==> src/rtl/fft_bitrev_reader.sv <==
// rtl/fft_bitrev_reader.sv - bit-reversed read address sequencer for one N-point FFT frame
// Optional back-to-back frame streaming: define FFT_BITREV_CONTINUOUS_EN.
module fft_bitrev_reader #(
  parameter int LOG2N = 3
) (
  input  logic             clk,
  input  logic             rst_n,
  input  logic             sclr,
  input  logic             start,
  input  logic             rd_ready,
  output logic             rd_valid,
  output logic [LOG2N-1:0] rd_addr,
  output logic [LOG2N-1:0] rd_idx,
  output logic             last,
  output logic             busy,
  output logic             done
);

  typedef enum logic [1:0] {
    S_IDLE = 2'd0,
    S_RUN  = 2'd1,
    S_DONE = 2'd2
  } state_t;

  localparam logic [LOG2N-1:0] LAST_IDX = '1;

  state_t           state_q, state_d;
  logic [LOG2N-1:0] index_q, index_d;
  logic             done_q, done_d;
  logic             xfer;
  logic             at_last;

  assign xfer    = (state_q == S_RUN) && rd_ready;
  assign at_last = (index_q == LAST_IDX);

  always_ff @(posedge clk or negedge rst_n) begin
    if (!rst_n) begin
      state_q <= S_IDLE;
      index_q <= '0;
      done_q  <= 1'b0;
    end else begin
      state_q <= state_d;
      index_q <= index_d;
      done_q  <= done_d;
    end
  end

  always_comb begin
    state_d = state_q;
    index_d = index_q;
    done_d  = 1'b0;
    if (sclr) begin
      state_d = S_IDLE;
      index_d = '0;
    end else begin
      case (state_q)
        S_IDLE: begin
          if (start) begin
            state_d = S_RUN;
            index_d = '0;
          end
        end
        S_RUN: begin
          if (xfer) begin
            index_d = index_q + LOG2N'(1);
            if (at_last) begin
              done_d = 1'b1;
`ifndef FFT_BITREV_CONTINUOUS_EN
              state_d = S_DONE;
`endif
            end
          end
        end
        S_DONE:  state_d = S_IDLE;
        default: state_d = S_IDLE;
      endcase
    end
  end

  // Every output is a function of flops only, so rd_ready never reaches rd_addr.
  always_comb begin
    rd_valid = (state_q == S_RUN);
    busy     = (state_q == S_RUN);
    done     = done_q;
    rd_idx   = rd_valid ? index_q : '0;
    last     = rd_valid && at_last;
    rd_addr  = '0;
    for (int i = 0; i < LOG2N; i++) begin
      rd_addr[i] = rd_idx[LOG2N-1-i];
    end
  end

endmodule

==> config.mk <==
export PLATFORM = sky130hd
export DESIGN_NAME = fft_bitrev_reader
export DESIGN_NICKNAME = d
export VERILOG_FILES = /design/src/rtl/fft_bitrev_reader.sv
export SDC_FILE = /design/constraint.sdc
export NUM_CORES = 1
export LEC_CHECK = 0
export ABC_AREA = 1
export CAP_MARGIN = 20
export CORE_AREA = 3 3 40 42
export CTS_CLUSTER_DIAMETER = 60
export CTS_CLUSTER_SIZE = 14
export DETAILED_ROUTE_END_ITERATION = 8
export DIE_AREA = 0 0 43 45
export PLACE_DENSITY_LB_ADDON = 0.08
export SKIP_CTS_REPAIR_TIMING = 1
export SYNTH_ARGS = -nofsm -noshare
export SYNTH_HDL_FRONTEND = slang
export SYNTH_SLANG_ARGS = --single-unit
==> constraint.sdc <==
create_clock -name clk -period 1.3 [get_ports clk]
set_clock_uncertainty 0.1 [all_clocks]
set_input_delay 0.325 -clock clk [delete_from_list [all_inputs] [get_ports clk]]
set_output_delay 0.325 -clock clk [all_outputs]
set_load 0.1 [all_outputs]
==> flow_summary.toml, run 1 <==
[placed_design]
place_area_um2 = 723
hpwl_um = 761
place_inst = 86
io_buffer_count = 14
finalWeightedCongestion = 0.767

[setup_path]
crit_path_end = "last"
cp_top_family = "flip-flops"
crit_path_start = "index_q[1]$_DFFE_PN0P_"
crit_path_end_kind = "output port"
cp.depth = 5
start_kind = "flop"
worst-path-buf-inv = 2
worst_r2r_startpoint = "state_q[0]$_DFFE_PN0P_"
crit_chain = "ha_2, ha_4, inv_4, nor2_4, buf_12"
cp.required_ns = 0.88
crit_arrival_ns = 1.23
reg2reg_depth = 9
worst-path-max-fanout = 2
crit_type = "reg -> out"
rrSetupSlack_ns = -0.06
timing.rr.end = "index_q[1]$_DFFE_PN0P_"
critPathMaxStageDelay_ns = 0.38
critPathSlowestCell = "dfrtp_1"

[layout]
nets = 86
areaGrowthSynthToFinish_pct = 100
mostFrequentLayoutCells = "buf_12, buf_4, nand2_1"
drive_gt1_share_pct = 50.0
num_antenna_cells = 0
layout_commonest_cell = "buf_12"
instances_no_fill = 93
fin_area_um2 = 812

[global_route]
overflow = 0
grt_pass1_vias = 346
antenna_found_initial = 0
grt_max_degree = 7
gr-usage-all-layers_pct = 10.3
grt_pass1_wl_um = 1420

[routing]
vias = 408
drtAntennaViolNets = 0
drt_iter0_markers = 3
via_per_inst = 4.39
drt-pass1-iter-count = 4
wire_per_inst_um = 9.98
totalWireLength_um = 928
drcViolationCount = 0

[logic_synthesis]
synth.distinct_cells = 15
syn_area_um2 = 405
ys_seq_area_share_pct = 37.0
ys_seq_elements = 6
synth.net_count = 60
yosys_warnings = 0
syn_area_per_cell_um2 = 7.65
synthCells = 53

[floorplanning]
ios = 15
rows = 13
die_x_um = 43
core_um2 = 1280
die-area_um2 = 1940
initial_core_util_pct = 31.5
die_height_um = 45

[clocking]
clk_path_buf_depth = 2
cts_tree = "yes"
path_clk_slew_ns = 0.05
clk-insertion-delay-late_ns = 0.25
htreeDepth = 1
cts_buffers = 3
clkSinkCount = 6
root_buffer = "clkbuf_4"

[sta]
worst_slew_margin_rel_pct = 80.8
maxSlewViolCount = 0
setup_ws_ns = -0.352
period_needed_ns = 1.65
fmax_mhz = 605
fin_crit_sh_pct = 127
setup_violations = 12
rsz0062_at_grt = "true"
finalHoldViolations = 0
worst_slew_pin_slew_ns = 0.287

[worst_hold_path]
hp-class = "in -> async"

[pwr]
peakVddDrop_mv = 0.595
p_leak_nw = 0.367
p_per_area_nw_per_um2 = 1000

[outcome]
failed_checks = "negative setup slack"
status = "finished with violations"

[run]
drv_cap = 0
-- routing by layer --
metal,GRT usage (%),vias up,wire length [um]
met2,16.2,13,482
li1,-,219,-
met4,5.42,0,14
met3,3.98,2,55
met1,12.2,174,375
met5,0,-,0
-- power by group --
group,switching (mW),leakage [nW],internal (mW)
clock,0.0704,0.0150,0.116
sequential,0.00819,0.0797,0.200
combinational,0.254,0.272,0.164
-- area by class of cell --
cell class	instances	area, um^2
Fill cell	112	473
Timing Repair Buffer	25	330
Multi-Input combinational cell	33	243
Sequential cell	6	151
Inverter	10	42.5
Clock buffer	4	26.3
Tap cell	15	18.8
-- synth_stat cells (all sizes together) --
| library cell | count | share of area, % |
|---|---|---|
| inv | 10 | 9.3 |
| nor2 | 10 | 11 |
| nand2 | 9 | 8.3 |
| dfrtp | 6 | 37 |
| nand3 | 5 | 10 |
| buf | 4 | 7.4 |
| nand4 | 3 | 4.6 |
| ha | 2 | 6.2 |
| nor3 | 2 | 2.5 |
| a21oi | 1 | 1.2 |
| o211ai | 1 | 1.9 |
-- worst min path at each step --
stage / cells after the start / slack, ns / from / endpoint
global route: 1 / 0.24 / rst_n / state_q[1]$_DFFE_PN0P_
floorplan: 0 / -0.07 / rst_n / done$_DFF_PN0_
detailed placement: 3 / 0.47 / index_q[2]$_DFFE_PN0P_ / index_q[2]$_DFFE_PN0P_
finish: 1 / 0.22 / rst_n / state_q[1]$_DFFE_PN0P_
CTS: 1 / 0.23 / rst_n / state_q[1]$_DFFE_PN0P_
global placement: 3 / 0.46 / index_q[2]$_DFFE_PN0P_ / index_q[2]$_DFFE_PN0P_
-- cells by family after synthesis --
logic type | share of synthesized area, %
compound gates | 3.09
fa+ha+maj | 6.17
buf+inv | 16.7
flops | 37.0
simple gates | 37.0
-- sequential cells by signal, summed over array words and instances (netlist names) --
name and cells:
state_q 2, done 1, index_q 3
-- metrics by stage --
stage          power [mW]  setup TNS, ns  worst slack (ns)  utilization [%]  hold WS, ns
2_1_floorplan       0.471          -8.63             -1.10                -      -0.0706
4_1_cts             0.783          -3.19            -0.408             58.3        0.230
6_report            0.814          -3.13            -0.352             63.2        0.221
3_5_place_dp        0.595          -1.52            -0.204             56.3        0.475
5_1_grt             0.855          -3.95            -0.399             63.2        0.242
3_3_place_gp        0.594          -1.29            -0.174             56.3        0.461
No activity file was read; power rests on OpenSTA's default activity.
==> inputs of run 2 (changes only) <==
--- a/config.mk
+++ b/config.mk
@@ -5,8 +5,7 @@
 export SDC_FILE = /design/constraint.sdc
 export NUM_CORES = 1
 export LEC_CHECK = 0
-export ABC_AREA = 1
-export CAP_MARGIN = 20
+export CAP_MARGIN = 0
 export CORE_AREA = 3 3 40 42
 export CTS_CLUSTER_DIAMETER = 60
 export CTS_CLUSTER_SIZE = 14
==> run 2 against run 1 <==
Largest power group is now sequential cells; setup slack worse by 0.077 ns; critical path depth shrank 1; the flow still finishes with violations (negative setup slack); die area stayed put; final cell count is 23% lower; core utilization decreased by 7.2 points; first-iteration DRC count grew 67%; area after synthesis is 13% lower.
==> flow_summary.toml, run 2 <==
[outcome]
status = "finished with violations"
failed_checks = "negative setup slack"

[global_route]
antenna_found_initial = 0
overflow = 0
grt_max_degree = 7
gr-usage-all-layers_pct = 9.88
grt_pass1_vias = 330
grt_pass1_wl_um = 1370

[clocking]
clkSinkCount = 6
clk_path_buf_depth = 2
cts_tree = "yes"
cts_buffers = 3
path_clk_slew_ns = 0.05
root_buffer = "clkbuf_4"
clk-insertion-delay-late_ns = 0.24
htreeDepth = 1

[worst_hold_path]
hp-class = "in -> async"

[setup_path]
crit_path_end_kind = "output port"
worst-path-buf-inv = 1
critPathMaxStageDelay_ns = 0.38
cp_top_family = "flip-flops"
crit_chain = "ha_2, ha_4, and2_4, buf_12"
cp.required_ns = 0.88
start_kind = "flop"
critPathSlowestCell = "dfrtp_1"
crit_type = "reg -> out"
crit_arrival_ns = 1.30
worst-path-max-fanout = 3

[sta]
fmax_mhz = 578
period_needed_ns = 1.73
finalHoldViolations = 0
worst_slew_margin_rel_pct = 81.5
fin_crit_sh_pct = 133
setup_ws_ns = -0.429
setup_violations = 9
tns_ns = -3.18
maxSlewViolCount = 0
rsz0062_at_grt = "true"
worst_slew_pin_slew_ns = 0.277

[routing]
totalWireLength_um = 845
drt_iter0_markers = 5
drt-pass1-iter-count = 4
via_per_inst = 4.74
wire_per_inst_um = 11.7
drcViolationCount = 0
drtAntennaViolNets = 0
vias = 341

[placed_design]
place_inst = 67
finalWeightedCongestion = 0.796
io_buffer_count = 14
hpwl_um = 704
place_area_um2 = 652

[logic_synthesis]
ys_seq_elements = 6
netlist.top_cell.by_area = "dfrtp_1"
syn_area_um2 = 352
synthTopCellsByCount = "dfrtp_1, buf_4"
syn_area_per_cell_um2 = 10.3
yosys_warnings = 0
synthTopCellsByArea = "dfrtp_1, buf_4, ha_1"
synth.distinct_cells = 15
synth_edf_count = 0
ys.flop_type = "dfrtp_1"
yosysMostFrequentCell = "dfrtp_1"
synth.net_count = 41
synthArstFlopShare_pct = 100
synthCells = 34
netlist.area_leader.share_pct = 42.7
ys_seq_area_share_pct = 42.7

[run]
drv_cap = 0

[layout]
areaGrowthSynthToFinish_pct = 105
instances_no_fill = 72
largest-register = "index_q"
nets = 65
n_fill_cell = 111
largest_reg_flops = 3
mostFrequentLayoutCells = "buf_12, buf_4, dfrtp_1"
fin_area_um2 = 719
layout_commonest_cell = "buf_12"
drive_gt1_share_pct = 59.6
num_antenna_cells = 0

[floorplanning]
rows = 13
die_x_um = 43
initial_core_util_pct = 27.4
core_um2 = 1280
die_height_um = 45
ios = 15
die-area_um2 = 1940

[pwr]
p_leak_nw = 0.324
peakVddDrop_mv = 0.541
clockPowerShare_pct = 35.0
p_per_area_nw_per_um2 = 712
switching_share_pct = 28.2
switchingPower_uw = 144
combPwrFrac_pct = 27.2
seqPwrFrac_pct = 37.9
intPower_uw = 368
## run 2: cell types whose count changed after synthesis, sizes merged, moves of 3 or more
cell | before | now
and2 | 0 | 4
inv | 10 | 0
nand2 | 9 | 3
nand3 | 5 | 0
nand4 | 3 | 0
nor2 | 10 | 0
nor2b | 0 | 3
## run 2: kinds of logic after synthesis
kind of cell             Yosys count  synth area share (%)
AO/OA/AOI/OAI                      8                  15.3
adder cells (fa/ha/maj)            2                  7.12
buffers and inverters              4                  8.54
flip-flops                         6                  42.7
AND/OR/NAND/NOR                   14                  26.3
## run 2: worst register-to-register path: stages (launching register included)
cell and delay [ns]:
dfrtp_1 0.38, ha_2 0.20, ha_4 0.16, and2_4 0.16, and3b_1 0.17
## run 2: layer usage
layer  track usage [%]  wire length, um
met2              16.5              459
met3              2.39               49
met4              7.23                0
met5                 0                0
met1              11.0              336
## run 2: final cells by class
class | instances | area (um^2) | area share (%)
timing repair buffer | 23 | 312 | 43.3
multi-input combinational | 24 | 211 | 29.4
sequential | 6 | 151 | 21.0
clock buffer | 4 | 26.3 | 3.65
tap | 15 | 18.8 | 2.61
## run 2: worst paths after layout
path | startpoint | to | slack, ns | cells past startpoint
max in group asynchronous | rst_n | done$_DFF_PN0_ | 0.64 | 1
min in group clk | state_q[0]$_DFFE_PN0P_ | state_q[0]$_DFFE_PN0P_ | 0.52 | 2
setup / recovery | index_q[0]$_DFFE_PN0P_ | last | -0.43 | 4
hold reg to reg | state_q[0]$_DFFE_PN0P_ | state_q[0]$_DFFE_PN0P_ | 0.52 | 2
hold / removal | rst_n | state_q[0]$_DFFE_PN0P_ | 0.23 | 1
setup reg to reg | index_q[0]$_DFFE_PN0P_ | state_q[1]$_DFFE_PN0P_ | 0.02 | 4
## run 2: power by group through the flow
stage / Combinational (mW) / Sequential (mW) / Clock [mW]
2_1_floorplan: 0.0713 / 0.199 / 0
3_3_place_gp: 0.131 / 0.196 / 0
3_5_place_dp: 0.134 / 0.196 / 0
4_1_cts: 0.134 / 0.194 / 0.194
5_1_grt: 0.147 / 0.194 / 0.205
6_report: 0.139 / 0.194 / 0.179
## run 2: metrics by stage
step | hold WS, ns | util, % | total power [mW] | setup slack (ns)
CTS | 0.222 | 52.8 | 0.521 | -0.477
finish | 0.226 | 56.0 | 0.512 | -0.429
floorplan | -0.0706 | - | 0.270 | -0.630
detailed placement | 0.490 | 50.7 | 0.330 | -0.218
global placement | 0.482 | 50.7 | 0.328 | -0.211
global route | 0.227 | 56.0 | 0.545 | -0.474
==> inputs of run 3 (changes only) <==
--- a/config.mk
+++ b/config.mk
@@ -5,12 +5,12 @@
 export SDC_FILE = /design/constraint.sdc
 export NUM_CORES = 1
 export LEC_CHECK = 0
-export CAP_MARGIN = 0
 export CORE_AREA = 3 3 40 42
 export CTS_CLUSTER_DIAMETER = 60
 export CTS_CLUSTER_SIZE = 14
 export DETAILED_ROUTE_END_ITERATION = 8
 export DIE_AREA = 0 0 43 45
+export DONT_BUFFER_PORTS = 1
 export PLACE_DENSITY_LB_ADDON = 0.08
 export SKIP_CTS_REPAIR_TIMING = 1
 export SYNTH_ARGS = -nofsm -noshare
==> run 3 against run 2 <==
Largest power group unchanged; the run still ends with negative setup slack left; final cell count decreased by 9.7%; register-to-register slack got worse by 0.09 ns; worst hold slack lost 0.18 ns; setup slack improved by 0.022 ns; clock-buffer cell count did not move; via count down 12%; routed wire length decreased by 11%; global-route usage down 1.2 points.
==> flow_summary.toml, run 3 (synthesis results as in run 2) <==
[layout]
mostFrequentLayoutCells = "buf_4, buf_12, dfrtp_1"
layout_commonest_cell = "buf_4"
instances_no_fill = 65
nets = 58
drive_gt1_share_pct = 56.0
areaGrowthSynthToFinish_pct = 73.7
largest_reg_flops = 3
largest-register = "index_q"
finish.utilization_pct = 47.5
num_antenna_cells = 0

[floorplanning]
initial_core_util_pct = 27.4
die_height_um = 45
ios = 15
rows = 13
die_x_um = 43
die-area_um2 = 1940
core_um2 = 1280

[setup_path]
worst_r2r_startpoint = "index_q[0]$_DFFE_PN0P_"
crit_type = "reg -> out"
cp.required_ns = 0.88
start_kind = "flop"
rrSetupSlack_ns = -0.07
worst-path-max-fanout = 5
reg2reg_depth = 4
timing.rr.end = "state_q[1]$_DFFE_PN0P_"
crit_arrival_ns = 1.28
crit_path_end_kind = "output port"

[worst_hold_path]
hold_end = "index_q[1]$_DFFE_PN0P_"
hp-class = "in -> reg"
whs_path_depth = 1
worstHoldStart = "sclr"

[clocking]
clk-insertion-delay-late_ns = 0.24
path_clk_slew_ns = 0.04
cts_buffers = 3
clk_path_buf_depth = 2
root_buffer = "clkbuf_4"
cts_tree = "yes"
htreeDepth = 1
clkSinkCount = 6

[sta]
whs_ns = 0.0417
worst_slew_pin_slew_ns = 0.304
maxSlewViolCount = 0
rsz0062_at_grt = "true"
fin_crit_sh_pct = 131
worst_slew_margin_rel_pct = 79.7
tns_ns = -3.50
period_needed_ns = 1.71
finalHoldViolations = 0
setup_violations = 11
setup_ws_ns = -0.407
fmax_mhz = 586

[global_route]
overflow = 0
gr-usage-all-layers_pct = 8.72
antenna_found_initial = 0
grt_pass1_vias = 308
grt_max_degree = 8
grt_pass1_wl_um = 1170

[routing]
drt-pass1-iter-count = 2
via_per_inst = 4.60
wire_per_inst_um = 11.5
totalWireLength_um = 749
vias = 299
drcViolationCount = 0
drt_iter0_markers = 1
drtAntennaViolNets = 0

[placed_design]
hpwl_um = 605
pre_cts_ws_ns = -0.146
io_buffer_count = 0
place_inst = 60
finalWeightedCongestion = 0.812

[outcome]
failed_checks = "negative setup slack"
status = "finished with violations"

[run]
drv_cap = 0

[pwr]
peakVddDrop_mv = 0.478
p_leak_nw = 0.278
p_per_area_nw_per_um2 = 792
-- run 3: cell types whose count changed in the layout (fill, tap and decap cells not counted), sizes merged --
cell / delta
buf: -4
clkdlybuf4s50: -4
dlygate4sd3: +1
-- run 3: report_power, final --
part	leakage [nW]	internal (mW)	switching, mW	total (mW)
Combinational	0.182	0.0379	0.0688	0.107
Clock	0.0150	0.116	0.0671	0.183
Sequential	0.0803	0.191	0.00213	0.194
Total	0.278	0.346	0.138	0.484
-- run 3: worst max path at each step --
stage,slack [ns],cells after the start,to,from
3_3_place_gp,-0.15,3,rd_idx[2],state_q[1]$_DFFE_PN0P_
5_1_grt,-0.46,3,rd_idx[2],state_q[1]$_DFFE_PN0P_
2_1_floorplan,-0.63,3,rd_idx[0],state_q[1]$_DFFE_PN0P_
6_report,-0.41,3,rd_idx[2],state_q[1]$_DFFE_PN0P_
4_1_cts,-0.42,3,rd_idx[2],state_q[1]$_DFFE_PN0P_
3_5_place_dp,-0.15,3,rd_idx[2],state_q[1]$_DFFE_PN0P_
-- run 3: area by class of cell --
type,count,area [um^2]
tap,15,18.8
multi-input combinational,24,204
timing repair buffer,16,210
fill,114,674
clock buffer,4,26.3
sequential,6,151
-- run 3: critical path, cell delays in order, from the launching register on --
cell	delay (ns)
dfrtp_1	0.36
and2b_4	0.28
and2_4	0.15
buf_12	0.24
-- run 3: metal layers --
layer | routed length (um) | track usage, % | vias to the layer above
li1 | - | - | 150
met4 | 28 | 12.0 | 0
met3 | 52 | 2.39 | 3
met5 | 0 | 0 | -
met2 | 364 | 13.8 | 14
met1 | 303 | 7.88 | 132
-- run 3: metrics by stage --
step	power (mW)	instance area, um^2
after floorplan	0.270	400
after global placement	0.296	552
after detailed placement	0.295	552
after CTS	0.483	578
after global routing	0.511	611
final	0.484	611
==> edit 1, RTL diff (settings of run 2) <==
Re-encode `state_t` (3 states) as one-hot, 3 bits wide.
--- a/src/rtl/fft_bitrev_reader.sv
+++ b/src/rtl/fft_bitrev_reader.sv
@@ -16,10 +16,10 @@
   output logic             done
 );
 
-  typedef enum logic [1:0] {
-    S_IDLE = 2'd0,
-    S_RUN  = 2'd1,
-    S_DONE = 2'd2
+  typedef enum logic [2:0] {
+    S_IDLE = 3'b001,
+    S_RUN  = 3'b010,
+    S_DONE = 3'b100
   } state_t;
 
   localparam logic [LOG2N-1:0] LAST_IDX = '1;
Function: no difference found for any inputs over 10 cycles, from zero or initial values and one cycle with rst_n low; not proved beyond that.
==> edit 1 against run 2 <==
- the run still ends with negative setup slack left
- sequential share of layout area decreased by 0.82 points
- via count increased by 16%
- die area unchanged
- synthesized area increased by 20%
- routed wire length increased by 28%
- design area increased by 22%
- critical endpoint is now rd_addr[0]
- synthesized cell count increased by 18%
- worst hold slack improved by 0.013 ns
- utilization increased by 12 points
- setup slack got worse by 0.063 ns
- sequential cell count increased by 1
- total power increased by 4.4%
==> edit 1: results (changes against run 2) <==
| Metric | Value |
|---|---|
| Status | finished with violations |
| Failing checks | negative setup slack |
| CP Max Fanout | 5 (+2) |
| Top post-synthesis cells by count | dfrtp_1 (6), and2_1 (4), buf_4 (4), nand2_1 (3), nor2_1 (3) |
| Synth top area cells | dfrtp_1 (36%), buf_4 (7.1%), dfstp_2 (6.3%), and2_1 (6.0%), ha_1 (6.0%) |
| Gate count of the mapped netlist | 40 (+18%) |
| Vias in the first global route | 410 (+24%) |
| Reg2reg path depth | 3 (-1) |
| Register area share after synthesis | 0.420 (-0.00740) |
| Leakage power | 0.000391 µW (+21%) |
| Total wire length | 1.08 mm (+28%) |
| R2R Path End | index_q[0] |
| CP max stage delay | 0.57 ns (+0.19 ns) |
| Seq group | 230 µW (+19%) |
| Int Pwr | 404 µW (+9.9%) |
| Final HPWL DP | 809 µm (+15%) |
| GRT Util Overall | 0.112 (+0.0133) |
| Largest net degree at the start of global routing | 8 (+1) |
| Share of layout cells above drive strength 1 | 0.710 (+0.114) |
| Slew HR | 0.781 (-0.0339) |
| Dpl cell area | 778 µm² (+19%) |
| Switch Pwr | 131 µW (-9.5%) |
| First-pass GRT wire length | 1.59 mm (+16%) |
| R2R Setup Slk | -0.18 ns (-0.20 ns) |
| Crit path DAT | 1.37 ns (+0.07 ns) |
| Worst vdd ir | 0.353 mV (-35%) |
| PnR worst setup slack | -0.492 ns (-0.0632 ns) |
| Endpoints failing setup | 15 (+6) |
-- edit 1: changes by cell type in the layout (fill, tap and decap cells not counted), sizes merged, moves of 2 or more --
cell / before / now
buf: 19 / 25
nand2b: 0 / 2
a21oi: 3 / 1
nor2: 0 / 4
mux2i: 0 / 2
a32oi: 2 / 0
-- edit 1: worst max-delay path by stage --
stage / startpoint / to / slack [ns]
finish: state_q[0] / rd_addr[0] / -0.49
global route: state_q[0] / rd_addr[2] / -0.53
CTS: state_q[0] / last / -0.55
detailed placement: sclr / index_q[1] / -0.46
global placement: sclr / index_q[0] / -0.39
floorplan: state_q[1] / rd_idx[0] / -0.66
-- edit 1: logic make-up (layout without fill, tap and decap cells) --
| family | count (synthesis) | in the layout | synth area share |
|---|---|---|---|
| AND/OR/NAND/NOR | 21 | 21 | 0.318 |
| flip-flops | 7 | 7 | 0.420 |
| buffers and inverters | 4 | 33 | 0.0714 |
| AO/OA/AOI/OAI | 3 | 3 | 0.0476 |
| multiplexers | 3 | 3 | 0.0833 |
| adder cells (fa/ha/maj) | 2 | 2 | 0.0595 |
-- edit 1: critical path, delay by kind of cell (launching register included) --
kind / cells / cell delay (ns)
buf+inv: 1 / 0.16
simple gates: 3 / 0.39
flops: 1 / 0.57
-- edit 1: final cells by class --
cell class / instances / area, µm²
fill: 87 / 407
timing repair buffer: 29 / 360
multi-input combinational: 29 / 295
sequential: 7 / 178
clock buffer: 4 / 26.3
tap: 15 / 18.8
-- edit 1: per-layer routing --
layer	track usage	share of wire	up-vias
met5	0	0	-
met4	0.0542	0.0037	0
met3	0.0398	0.065	2
met2	0.204	0.59	13
met1	0.115	0.35	191
li1	-	-	190
==> edit 2, RTL diff (flow settings as in run 2) <==
Made on the original files. Build with the macro `FFT_BITREV_CONTINUOUS_EN` defined.
--- a/src/rtl/fft_bitrev_reader.sv
+++ b/src/rtl/fft_bitrev_reader.sv
@@ -1,5 +1,7 @@
 // rtl/fft_bitrev_reader.sv - bit-reversed read address sequencer for one N-point FFT frame
 // Optional back-to-back frame streaming: define FFT_BITREV_CONTINUOUS_EN.
+`define FFT_BITREV_CONTINUOUS_EN
+
 module fft_bitrev_reader #(
   parameter int LOG2N = 3
 ) (
Check against the original RTL: not equivalent (Yosys sat finds a counterexample within 10 cycles, from zero or initial values and one cycle with rst_n low).
==> edit 2 against run 2 <==
- the flow still finishes with violations (negative setup slack)
- cell count decreased by 9.7%
- total power rose by 2.9%
- sequential cell count is 1 lower
- synthesized area is 12% lower
- setup slack improved by 0.040 ns
- non-clock buffer count shrank 1
- design area down 9.7%
- routed wire length is 18% lower
==> edit 2: results (changes against run 2) <==
| Metric | Value |
|---|---|
| Syn nets | 36 (-12%) |
| Share of layout cells above drive strength 1 | 0.660 (+0.0635) |
| Async S/R FF share, synth | 1.00 (unchanged) |
| Failing checks | negative setup slack |
| Register area share after synthesis | 0.403 (-0.0238) |
| Crit path DAT | 1.26 ns (-0.04 ns) |
| GRT Util Overall | 0.0802 (-0.0186) |
| First-pass GRT wire length | 1.09 mm (-21%) |
| Final std cells w/o fill | 65 (-9.7%) |
| Final Wtd Congestion | 0.691 (-13%) |
| Status | finished with violations |
| # placed instances | 58 (-13%) |
| Largest net degree at the start of global routing | 10 (+3) |
| Reg2reg path depth | 5 (+1) |
| Count of cell types in the netlist | 12 (-3) |
| Endpoints failing setup | 10 (+1) |
| Mux cell area share after synthesis | 0.0645 (+0.0645) |
| Iteration count of the initial detailed-routing pass | 1 (-3) |
| CP Max Fanout | 2 (-1) |
| Vias in the first global route | 263 (-20%) |
| Total wire length | 694 µm (-18%) |
| Worst vdd ir | 0.420 mV (-22%) |
| Complex-gate fraction of the synthesized area | 0.141 (-0.0119) |
| Top post-synthesis cells by count | buf_4 (5), dfrtp_1 (5), and2_1 (4), nor2_1 (3) |
| PnR worst setup slack | -0.389 ns (+0.0401 ns) |
| R2R Setup Slk | -0.10 ns (-0.12 ns) |
| Vias | 273 (-20%) |
| Setup_tns | -2.39 ns (+0.790 ns) |
| Slew HR | 0.845 (+0.0296) |
| CP startpoint | index_q[1] |
| Adder-cell share of the synthesized area | 0.0806 (+0.00947) |
| Largest delay share family, worst path | flip-flops |
| Synth Area in XOR/XNOR | 0.0282 (+0.0282) |
| Setup WS pre-CTS | -0.228 ns (-0.00975 ns) |
| R2R Path End | done |
edit 2: layer usage:
layer,global-route usage,up-vias,part of all wire
li1,-,137,-
met1,0.0657,127,0.36
met2,0.150,9,0.59
met3,0.0159,0,0.053
met4,0.0904,0,0
met5,0,-,0
edit 2: worst min-delay path by stage:
stage	startpoint	endpoint	slack, ns	cells past startpoint
after floorplan	rst_n	done	-0.07	0
after global placement	rst_n	index_q[1]	0.46	1
after detailed placement	rst_n	index_q[1]	0.47	1
after CTS	rst_n	index_q[1]	0.21	1
after global routing	rst_n	index_q[1]	0.22	1
final	rst_n	state_q[0]	0.21	1
edit 2: report_power, final:
part           leakage, µW  switching (µW)  internal, µW
registers        0.0000641            5.67           164
logic             0.000210             106          76.6
clock network    0.0000150            58.8           116
total             0.000289             170           357
edit 2: logic make-up after synthesis:
group | Yosys count
compound gates | 5
xor+xnor | 1
fa+ha+maj | 2
buf+inv | 6
flops | 5
mux | 2
simple gates | 8
edit 2: final cells by class:
cell class | instances | area [µm²]
multi-input cells | 18 | 163
flip-flops and latches | 5 | 130
clock buffers | 4 | 26.3
inverters | 1 | 3.75
repair buffers | 22 | 308
well taps | 15 | 18.8
fillers | 120 | 636
edit 2: worst register-to-register path, stage by stage, from the launching register on:
cell and delay [ns]:
dfrtp_1 0.38, ha_2 0.19, ha_2 0.16, and2_4 0.14
buf_4 0.12, and3b_2 0.19
edit 2: metrics by stage:
step / hold WS, ns / area (µm²) / total power, µW
after floorplan: -0.0706 / 365 / 285
after global placement: 0.455 / 583 / 344
after detailed placement: 0.465 / 583 / 347
after CTS: 0.206 / 609 / 528
after global routing: 0.222 / 649 / 547
final: 0.210 / 649 / 527
